**src/rtl/traffic_input_conditioner.sv**
```systemverilog
`default_nettype none
// ============================================================================
// Module      : traffic_input_conditioner
// Description : Synchronises/debounces pedestrian buttons into latched walk
//               requests and qualifies vehicle loops with arrival counting.
// Revision    : 1.0 - initial release
// ============================================================================

module traffic_input_conditioner #(
  parameter int CLK_FREQ    = 50_000_000,
  parameter int DEBOUNCE_MS = 20,
  parameter int PRESENCE_MS = 500,
  parameter int COUNT_WIDTH = 8
) (
  input  logic                   clk,
  input  logic                   rst,
  input  logic                   raw_pd_btn_ns,
  input  logic                   raw_pd_btn_ew,
  input  logic                   raw_sensor_ns,
  input  logic                   raw_sensor_ew,
  input  logic                   pd_serviced_ns,
  input  logic                   pd_serviced_ew,
  input  logic                   count_clr,
  output logic                   pd_button_ns,
  output logic                   pd_button_ew,
  output logic                   ns_sensor,
  output logic                   ew_sensor,
  output logic [COUNT_WIDTH-1:0] veh_count_ns,
  output logic [COUNT_WIDTH-1:0] veh_count_ew
);

  localparam int DB_RAW = CLK_FREQ / 1000 * DEBOUNCE_MS;
  localparam int PR_RAW = CLK_FREQ / 1000 * PRESENCE_MS;
  localparam int DB_CYC = (DB_RAW < 1) ? 1 : DB_RAW;
  localparam int PR_CYC = (PR_RAW < 1) ? 1 : PR_RAW;

  // The sample that moves a button out of a stable state is the first of the
  // DB_CYC required, so the confirm counter only needs to reach DB_CYC-2.
  localparam bit          DB_SHORT = (DB_CYC < 2);
  localparam logic [31:0] DB_LIM   = DB_SHORT ? 32'd0 : 32'(DB_CYC - 2);
  localparam logic [31:0] PR_LIM   = 32'(PR_CYC - 1);

  localparam logic [COUNT_WIDTH-1:0] VCNT_MAX = '1;
  localparam logic [COUNT_WIDTH-1:0] VCNT_ONE = COUNT_WIDTH'(1);

  typedef enum logic [1:0] {
    BTN_RELEASED        = 2'd0,
    BTN_CONFIRM_PRESS   = 2'd1,
    BTN_PRESSED         = 2'd2,
    BTN_CONFIRM_RELEASE = 2'd3
  } btn_state_e;

  logic [1:0] w_btn_raw;
  logic [1:0] w_sen_raw;
  logic [1:0] w_srv;

  assign w_btn_raw = {raw_pd_btn_ew, raw_pd_btn_ns};
  assign w_sen_raw = {raw_sensor_ew, raw_sensor_ns};
  assign w_srv     = {pd_serviced_ew, pd_serviced_ns};

  for (genvar gi = 0; gi < 2; gi++) begin : g_chan
    logic                   btn_meta_q, btn_sync_q;
    logic                   sen_meta_q, sen_sync_q;
    btn_state_e             btn_state_q, btn_state_d;
    logic [31:0]            btn_cnt_q, btn_cnt_d;
    logic                   press_evt;
    logic                   req_q, req_d;
    logic [31:0]            pr_cnt_q, pr_cnt_d;
    logic                   pres_q, pres_d;
    logic                   pres_prev_q;
    logic [COUNT_WIDTH-1:0] vcnt_q, vcnt_d;

    always_ff @(posedge clk or negedge rst) begin
      if (!rst) begin
        btn_meta_q  <= 1'b0;
        btn_sync_q  <= 1'b0;
        sen_meta_q  <= 1'b0;
        sen_sync_q  <= 1'b0;
        btn_state_q <= BTN_RELEASED;
        btn_cnt_q   <= 32'd0;
        req_q       <= 1'b0;
        pr_cnt_q    <= 32'd0;
        pres_q      <= 1'b0;
        pres_prev_q <= 1'b0;
        vcnt_q      <= '0;
      end else begin
        btn_meta_q  <= w_btn_raw[gi];
        btn_sync_q  <= btn_meta_q;
        sen_meta_q  <= w_sen_raw[gi];
        sen_sync_q  <= sen_meta_q;
        btn_state_q <= btn_state_d;
        btn_cnt_q   <= btn_cnt_d;
        req_q       <= req_d;
        pr_cnt_q    <= pr_cnt_d;
        pres_q      <= pres_d;
        pres_prev_q <= pres_q;
        vcnt_q      <= vcnt_d;
      end
    end

    always_comb begin
      btn_state_d = btn_state_q;
      btn_cnt_d   = btn_cnt_q;
      press_evt   = 1'b0;
      case (btn_state_q)
        BTN_RELEASED: begin
          if (btn_sync_q) begin
            btn_cnt_d = 32'd0;
            if (DB_SHORT) begin
              btn_state_d = BTN_PRESSED;
              press_evt   = 1'b1;
            end else begin
              btn_state_d = BTN_CONFIRM_PRESS;
            end
          end
        end
        BTN_CONFIRM_PRESS: begin
          if (!btn_sync_q) begin
            btn_state_d = BTN_RELEASED;
            btn_cnt_d   = 32'd0;
          end else if (btn_cnt_q >= DB_LIM) begin
            btn_state_d = BTN_PRESSED;
            btn_cnt_d   = 32'd0;
            press_evt   = 1'b1;
          end else begin
            btn_cnt_d = btn_cnt_q + 32'd1;
          end
        end
        BTN_PRESSED: begin
          if (!btn_sync_q) begin
            btn_cnt_d   = 32'd0;
            btn_state_d = DB_SHORT ? BTN_RELEASED : BTN_CONFIRM_RELEASE;
          end
        end
        BTN_CONFIRM_RELEASE: begin
          if (btn_sync_q) begin
            btn_state_d = BTN_PRESSED;
            btn_cnt_d   = 32'd0;
          end else if (btn_cnt_q >= DB_LIM) begin
            btn_state_d = BTN_RELEASED;
            btn_cnt_d   = 32'd0;
          end else begin
            btn_cnt_d = btn_cnt_q + 32'd1;
          end
        end
        default: begin
          btn_state_d = BTN_RELEASED;
          btn_cnt_d   = 32'd0;
        end
      endcase
    end

    // Service wins over a press completing on the same edge.
    always_comb begin
      req_d = req_q;
      if (w_srv[gi]) begin
        req_d = 1'b0;
      end else if (press_evt) begin
        req_d = 1'b1;
      end
    end

    always_comb begin
      pres_d   = pres_q;
      pr_cnt_d = pr_cnt_q;
      if (sen_sync_q == pres_q) begin
        pr_cnt_d = 32'd0;
      end else if (pr_cnt_q >= PR_LIM) begin
        pres_d   = sen_sync_q;
        pr_cnt_d = 32'd0;
      end else begin
        pr_cnt_d = pr_cnt_q + 32'd1;
      end
    end

    always_comb begin
      vcnt_d = vcnt_q;
      if (count_clr) begin
        vcnt_d = '0;
      end else if (pres_q && !pres_prev_q && (vcnt_q != VCNT_MAX)) begin
        vcnt_d = vcnt_q + VCNT_ONE;
      end
    end
  end

  assign pd_button_ns = g_chan[0].req_q;
  assign pd_button_ew = g_chan[1].req_q;
  assign ns_sensor    = g_chan[0].pres_q;
  assign ew_sensor    = g_chan[1].pres_q;
  assign veh_count_ns = g_chan[0].vcnt_q;
  assign veh_count_ew = g_chan[1].vcnt_q;

endmodule

`default_nettype wire

```
**config.mk**
```make
export PLATFORM = sky130hd
export DESIGN_NAME = traffic_input_conditioner
export DESIGN_NICKNAME = d
export VERILOG_FILES = /design/src/rtl/traffic_input_conditioner.sv
export SDC_FILE = /design/constraint.sdc
export NUM_CORES = 1
export LEC_CHECK = 0
export ABC_AREA = 0
export CORE_MARGIN = 2
export CORE_UTILIZATION = 35
export CTS_CLUSTER_SIZE = 25
export DETAILED_ROUTE_END_ITERATION = 10
export PLACE_DENSITY = 0.59
export SLEW_MARGIN = 15
export SYNTH_ARGS = -nofsm -noshare
export SYNTH_HDL_FRONTEND = slang
export SYNTH_SLANG_ARGS = --single-unit
```
**constraint.sdc**
```tcl
create_clock -name clk -period 2.3 [get_ports clk]
set_input_delay 0.23 -clock clk [delete_from_list [all_inputs] [get_ports clk]]
set_output_delay 0.23 -clock clk [all_outputs]
set_load 0.005 [all_outputs]
```
==> summary.txt <==
CTS
---------------------------------------------------------------------------------
Clock insertion delay at the later pin of the skew report ..........      0.42 ns
H-tree levels ......................................................            4
CTS tree ...........................................................          yes
Sinks on the clock net .............................................          162
Buffer levels on the longest clock path ............................            2
CTS buffer count ...................................................           17
Setup fix buffers added after clock tree synthesis .................            0
Clock-pin slew on the worst setup and hold paths ...................      0.06 ns
CTS root buffer .................................................... sky130_fd_sc_hd__clkbuf_16

FLOORPLANNING
---------------------------------------------------------------------------------
Io pins ............................................................           29
Row Count ..........................................................           52
Initial standard-cell utilization of the core ......................       35.94%
Width of the chip ..................................................     148.6 um
Full die area ...................................................... 0.02208 sq mm
Die boundary height ................................................     148.6 um
Placeable Area ..................................................... 0.02036 sq mm

CELLS AND AREA
---------------------------------------------------------------------------------
Layout Cell Area excl Fill ......................................... 0.008767 sq mm
Number of filler instances in the final layout .....................         1966
Synthesis-to-layout area growth ....................................       19.78%
Net count of the finished layout ...................................          798
N_diodes ...........................................................            0
Layout cell share with drive strength beyond 1 .....................       8.438%

STA
---------------------------------------------------------------------------------
Hold Violations, Final .............................................            0
Number of endpoints failing setup at the final stage ...............            0
Slew at the pin with the worst max-slew slack ......................    0.7231 ns
Summed negative setup slack over all endpoints .....................         0 ns
Hold slack final ...................................................    0.2454 ns
Max Slew Vio Count .................................................            0
Final critical-path setup slack ....................................    0.1585 ns
Maximum clock skew at final layout .................................  0.006705 ns
Worst-case headroom to the max-slew limit ..........................       51.64%
Time the worst path needs with I/O delays and setup ................     2.142 ns
Highest clock rate .................................................    467.0 MHz
Period utilisation layout ..........................................       93.11%
Setup repair after global routing missed its margin ................           no

LOGIC SYNTHESIS
---------------------------------------------------------------------------------
Proportion of netlist area held by the largest area contributor ....       55.38%
Proportion of synthesized chip area in sequential cells ............       55.38%
Post-Synth Simple-Gate Area ........................................       22.82%
Multiplexer fraction of the synthesized cell area ..................      0.8718%
Total of warnings raised by yosys ..................................            0
Number of unique standard cell types used by synthesis .............           51
Main combinational cell family by area after synthesis ............. simple AND/OR/NAND/NOR gates
Synth Instances ....................................................          712
Flip-flop and latch count after synthesis ..........................          162
Fraction of synthesis flops using an asynchronous set or reset pin .       100.0%
Adder-cell share of the synthesized area ...........................       1.368%
Dominant cell type by area after synthesis ......................... sky130_fd_sc_hd__dfrtp_1
Xor-xnor portion of the synthesized cell area ......................       10.17%
Ys flop type ....................................................... sky130_fd_sc_hd__dfrtp_1
Netlist Area Pre-Place ............................................. 0.007320 sq mm
Top area cells in the synthesized netlist .......................... sky130_fd_sc_hd__dfrtp_1 55%, sky130_fd_sc_hd__nor2_1 6.1%, sky130_fd_sc_hd__xnor2_1 5.6%, sky130_fd_sc_hd__xor2_1 4.5%, sky130_fd_sc_hd__nand2_1 2.8%
Synth Area in Compound Gates .......................................       7.214%
Number of synthesized flops with an enable pin .....................            0
Syn avg cell area ..................................................  10.28 sq um

GLOBAL ROUTE
---------------------------------------------------------------------------------
Total overflow reported by the global router .......................            0
Initial antenna violation count ....................................            0
Via count of the first global-routing pass .........................         5162
Pin count of the biggest net entering global routing ...............           72
Global-route usage over all layers .................................       14.11%
First-pass GRT wire length .........................................     24.96 mm

CRITICAL PATH
---------------------------------------------------------------------------------
Chain of cells forming the critical path ........................... or4_1 -> a311oi_2 -> o311ai_1 -> a211o_1 -> buf_4 -> nor2_1
Kind of critical path ..............................................      reg2reg
Data required time at the worst endpoint ...........................      2.65 ns
Buffers and inverters on the worst path ............................            1
Crit path max-delay family ......................................... compound AO/OA/AOI/OAI gates
Nature of the critical path startpoint .............................    flip-flop
Slowest cell on the critical path .................................. sky130_fd_sc_hd__or4_1
Largest fanout of any net on the critical path .....................           17
Highest cell delay on the worst timing path ........................      0.54 ns
Critical path capture point type ...................................    flip-flop
Crit path DAT ......................................................      2.50 ns

JOB
---------------------------------------------------------------------------------
Max-capacitance violation count ....................................            0

ROUTING
---------------------------------------------------------------------------------
DRT iter0 DRCs .....................................................          304
Number of nets with antenna violations after detailed routing ......            0
DR vias/cell .......................................................        4.809
Detailed-router iteration count before antenna repair ..............            4
Per-cell routed wire length ........................................     13.08 um
DRC ................................................................            0
Wire length reported by the detailed router ........................     13.91 mm
Vias after detailed routing ........................................         5117

PLACEMENT
---------------------------------------------------------------------------------
Routability congestion estimate from global placement ..............       0.7391
Detailed Place HPWL ................................................     9.397 mm
Placement-stage worst setup slack ..................................    0.1405 ns
Dpl cell area ...................................................... 0.008113 sq mm
Port Buffer Count ..................................................           28

WORST HOLD PATH
---------------------------------------------------------------------------------
Min-delay worst type ...............................................     in2async

PWR
---------------------------------------------------------------------------------
Leakage dissipation ................................................     3.698 nW
Power per standard cell area ....................................... 722.7 mW/mm^2
IR Drop Worst-Case VDD .............................................  0.0005276 V

STATUS
---------------------------------------------------------------------------------
Status .............................................................    completed

## cell usage after synthesis, drive strengths merged (13+ instances only)
library cell / instances
nor2: 119
nand4: 24
nor4: 13
o21ai: 19
inv: 20
nand2: 55
and3: 20
and2: 15
and4: 13
xnor2: 47
xor2: 38
nand3: 34
nor3: 20
a21oi: 13
dfrtp: 162
## final cells by class
class                      instances  area, sq um  share of cell area (%)
tap                              270        337.8                   3.853
inverter                          20        75.07                  0.8563
clock buffer                      21        460.4                   5.252
clock inverter                    11        177.7                   2.027
multi-input combinational        527         3166                   36.11
timing repair buffer              53        496.7                   5.666
sequential                       162         4054                   46.24
## power by group
group | leakage, nW | internal (mW) | switching [mW]
Combinational | 1.20 | 0.114 | 0.223
Sequential | 2.20 | 2.91 | 0.0690
Clock | 0.305 | 1.89 | 1.14
Total | 3.70 | 4.91 | 1.43
## repair_timing
action,4_1_cts,5_1_grt
endpoints found under the hold margin,28,0
setup endpoints to repair,0,1
resized for setup,0,1
hold buffers,1,0
## registers in the layout, summed over array words and instances, names as in the netlist, 8 cells and up, named ones only
signal and cells:
veh_count_ns 8, g_chan.pr_cnt_q 64, g_chan.btn_cnt_q 64, veh_count_ew 8
## metal layers
layer	vias up	part of all wire [%]	routed length, um	global-route usage (%)
met1	2460	52	7180	19.34
met5	-	0	0	0
met3	11	2.6	366	4.018
met2	45	45	6198	21.64
li1	2601	-	-	-
met4	0	1.2	167	4.714
## kinds of logic (layout without fill, tap and decap cells)
logic type | Yosys count | in the layout
multiplexers | 6 | 6
buffers and inverters | 36 | 105
flip-flops | 162 | 162
other | 1 | 14
AO/OA/AOI/OAI | 75 | 75
XOR/XNOR | 85 | 85
adder cells (fa/ha/maj) | 8 | 8
AND/OR/NAND/NOR | 339 | 339
## worst paths after layout
check / startpoint / cells past startpoint / to / slack (ns)
min in group clk: raw_pd_btn_ns / 1 / g_chan[0].btn_meta_q$_DFF_PN0_ / 0.25
min: rst / 2 / g_chan[1].pr_cnt_q[30]$_DFF_PN0_ / 0.25
max in group asynchronous: rst / 3 / g_chan[1].btn_cnt_q[21]$_DFFE_PN0P_ / 1.38
max: g_chan[1].pr_cnt_q[10]$_DFF_PN0_ / 6 / g_chan[1].pr_cnt_q[8]$_DFF_PN0_ / 0.16
min reg2reg: g_chan[0].sen_meta_q$_DFF_PN0_ / 0 / g_chan[0].sen_sync_q$_DFF_PN0_ / 0.35
max reg2reg: g_chan[1].pr_cnt_q[10]$_DFF_PN0_ / 6 / g_chan[1].pr_cnt_q[8]$_DFF_PN0_ / 0.16
## placed cells by master (no fill, tap or decap), types with 4 or more instances in the layout
master	instances
sky130_fd_sc_hd__a211o_1	4
sky130_fd_sc_hd__and4_1	13
sky130_fd_sc_hd__or3_1	5
sky130_fd_sc_hd__o21ai_0	17
sky130_fd_sc_hd__clkdlybuf4s50_1	27
sky130_fd_sc_hd__nand3_1	34
sky130_fd_sc_hd__a21oi_1	13
sky130_fd_sc_hd__a31oi_1	7
sky130_fd_sc_hd__a41oi_1	4
sky130_fd_sc_hd__conb_1	14
sky130_fd_sc_hd__dfrtp_1	162
sky130_fd_sc_hd__xor2_1	38
sky130_fd_sc_hd__and2_1	15
sky130_fd_sc_hd__o211ai_1	5
sky130_fd_sc_hd__and3_1	20
sky130_fd_sc_hd__bufinv_16	4
sky130_fd_sc_hd__nor2b_1	5
sky130_fd_sc_hd__nor3_1	20
sky130_fd_sc_hd__nor4_1	13
sky130_fd_sc_hd__or4_1	7
sky130_fd_sc_hd__inv_1	20
sky130_fd_sc_hd__ha_1	8
sky130_fd_sc_hd__buf_4	22
sky130_fd_sc_hd__nor2_1	119
sky130_fd_sc_hd__xnor2_1	47
sky130_fd_sc_hd__nand2_1	55
sky130_fd_sc_hd__a21o_1	5
sky130_fd_sc_hd__clkbuf_16	17
sky130_fd_sc_hd__nand4_1	24
## worst reg2reg max path, delay by kind of cell (launching register included)
kind                   cells  cell delay, ns
buffers and inverters      1            0.21
AOI/OAI and AO/OA          3            0.80
DFF                        1            0.41
and+or+nand+nor            2            0.66
## stage by stage
step,std cells,util [%],total power [mW]
CTS,1064,43.02,6.445
finish,1064,43.05,6.336
global route,1064,43.05,6.627
detailed placement,1031,39.84,3.376
floorplan,725,-,3.222
global placement,1031,39.84,3.374
Power figures use the tool's default switching activity.
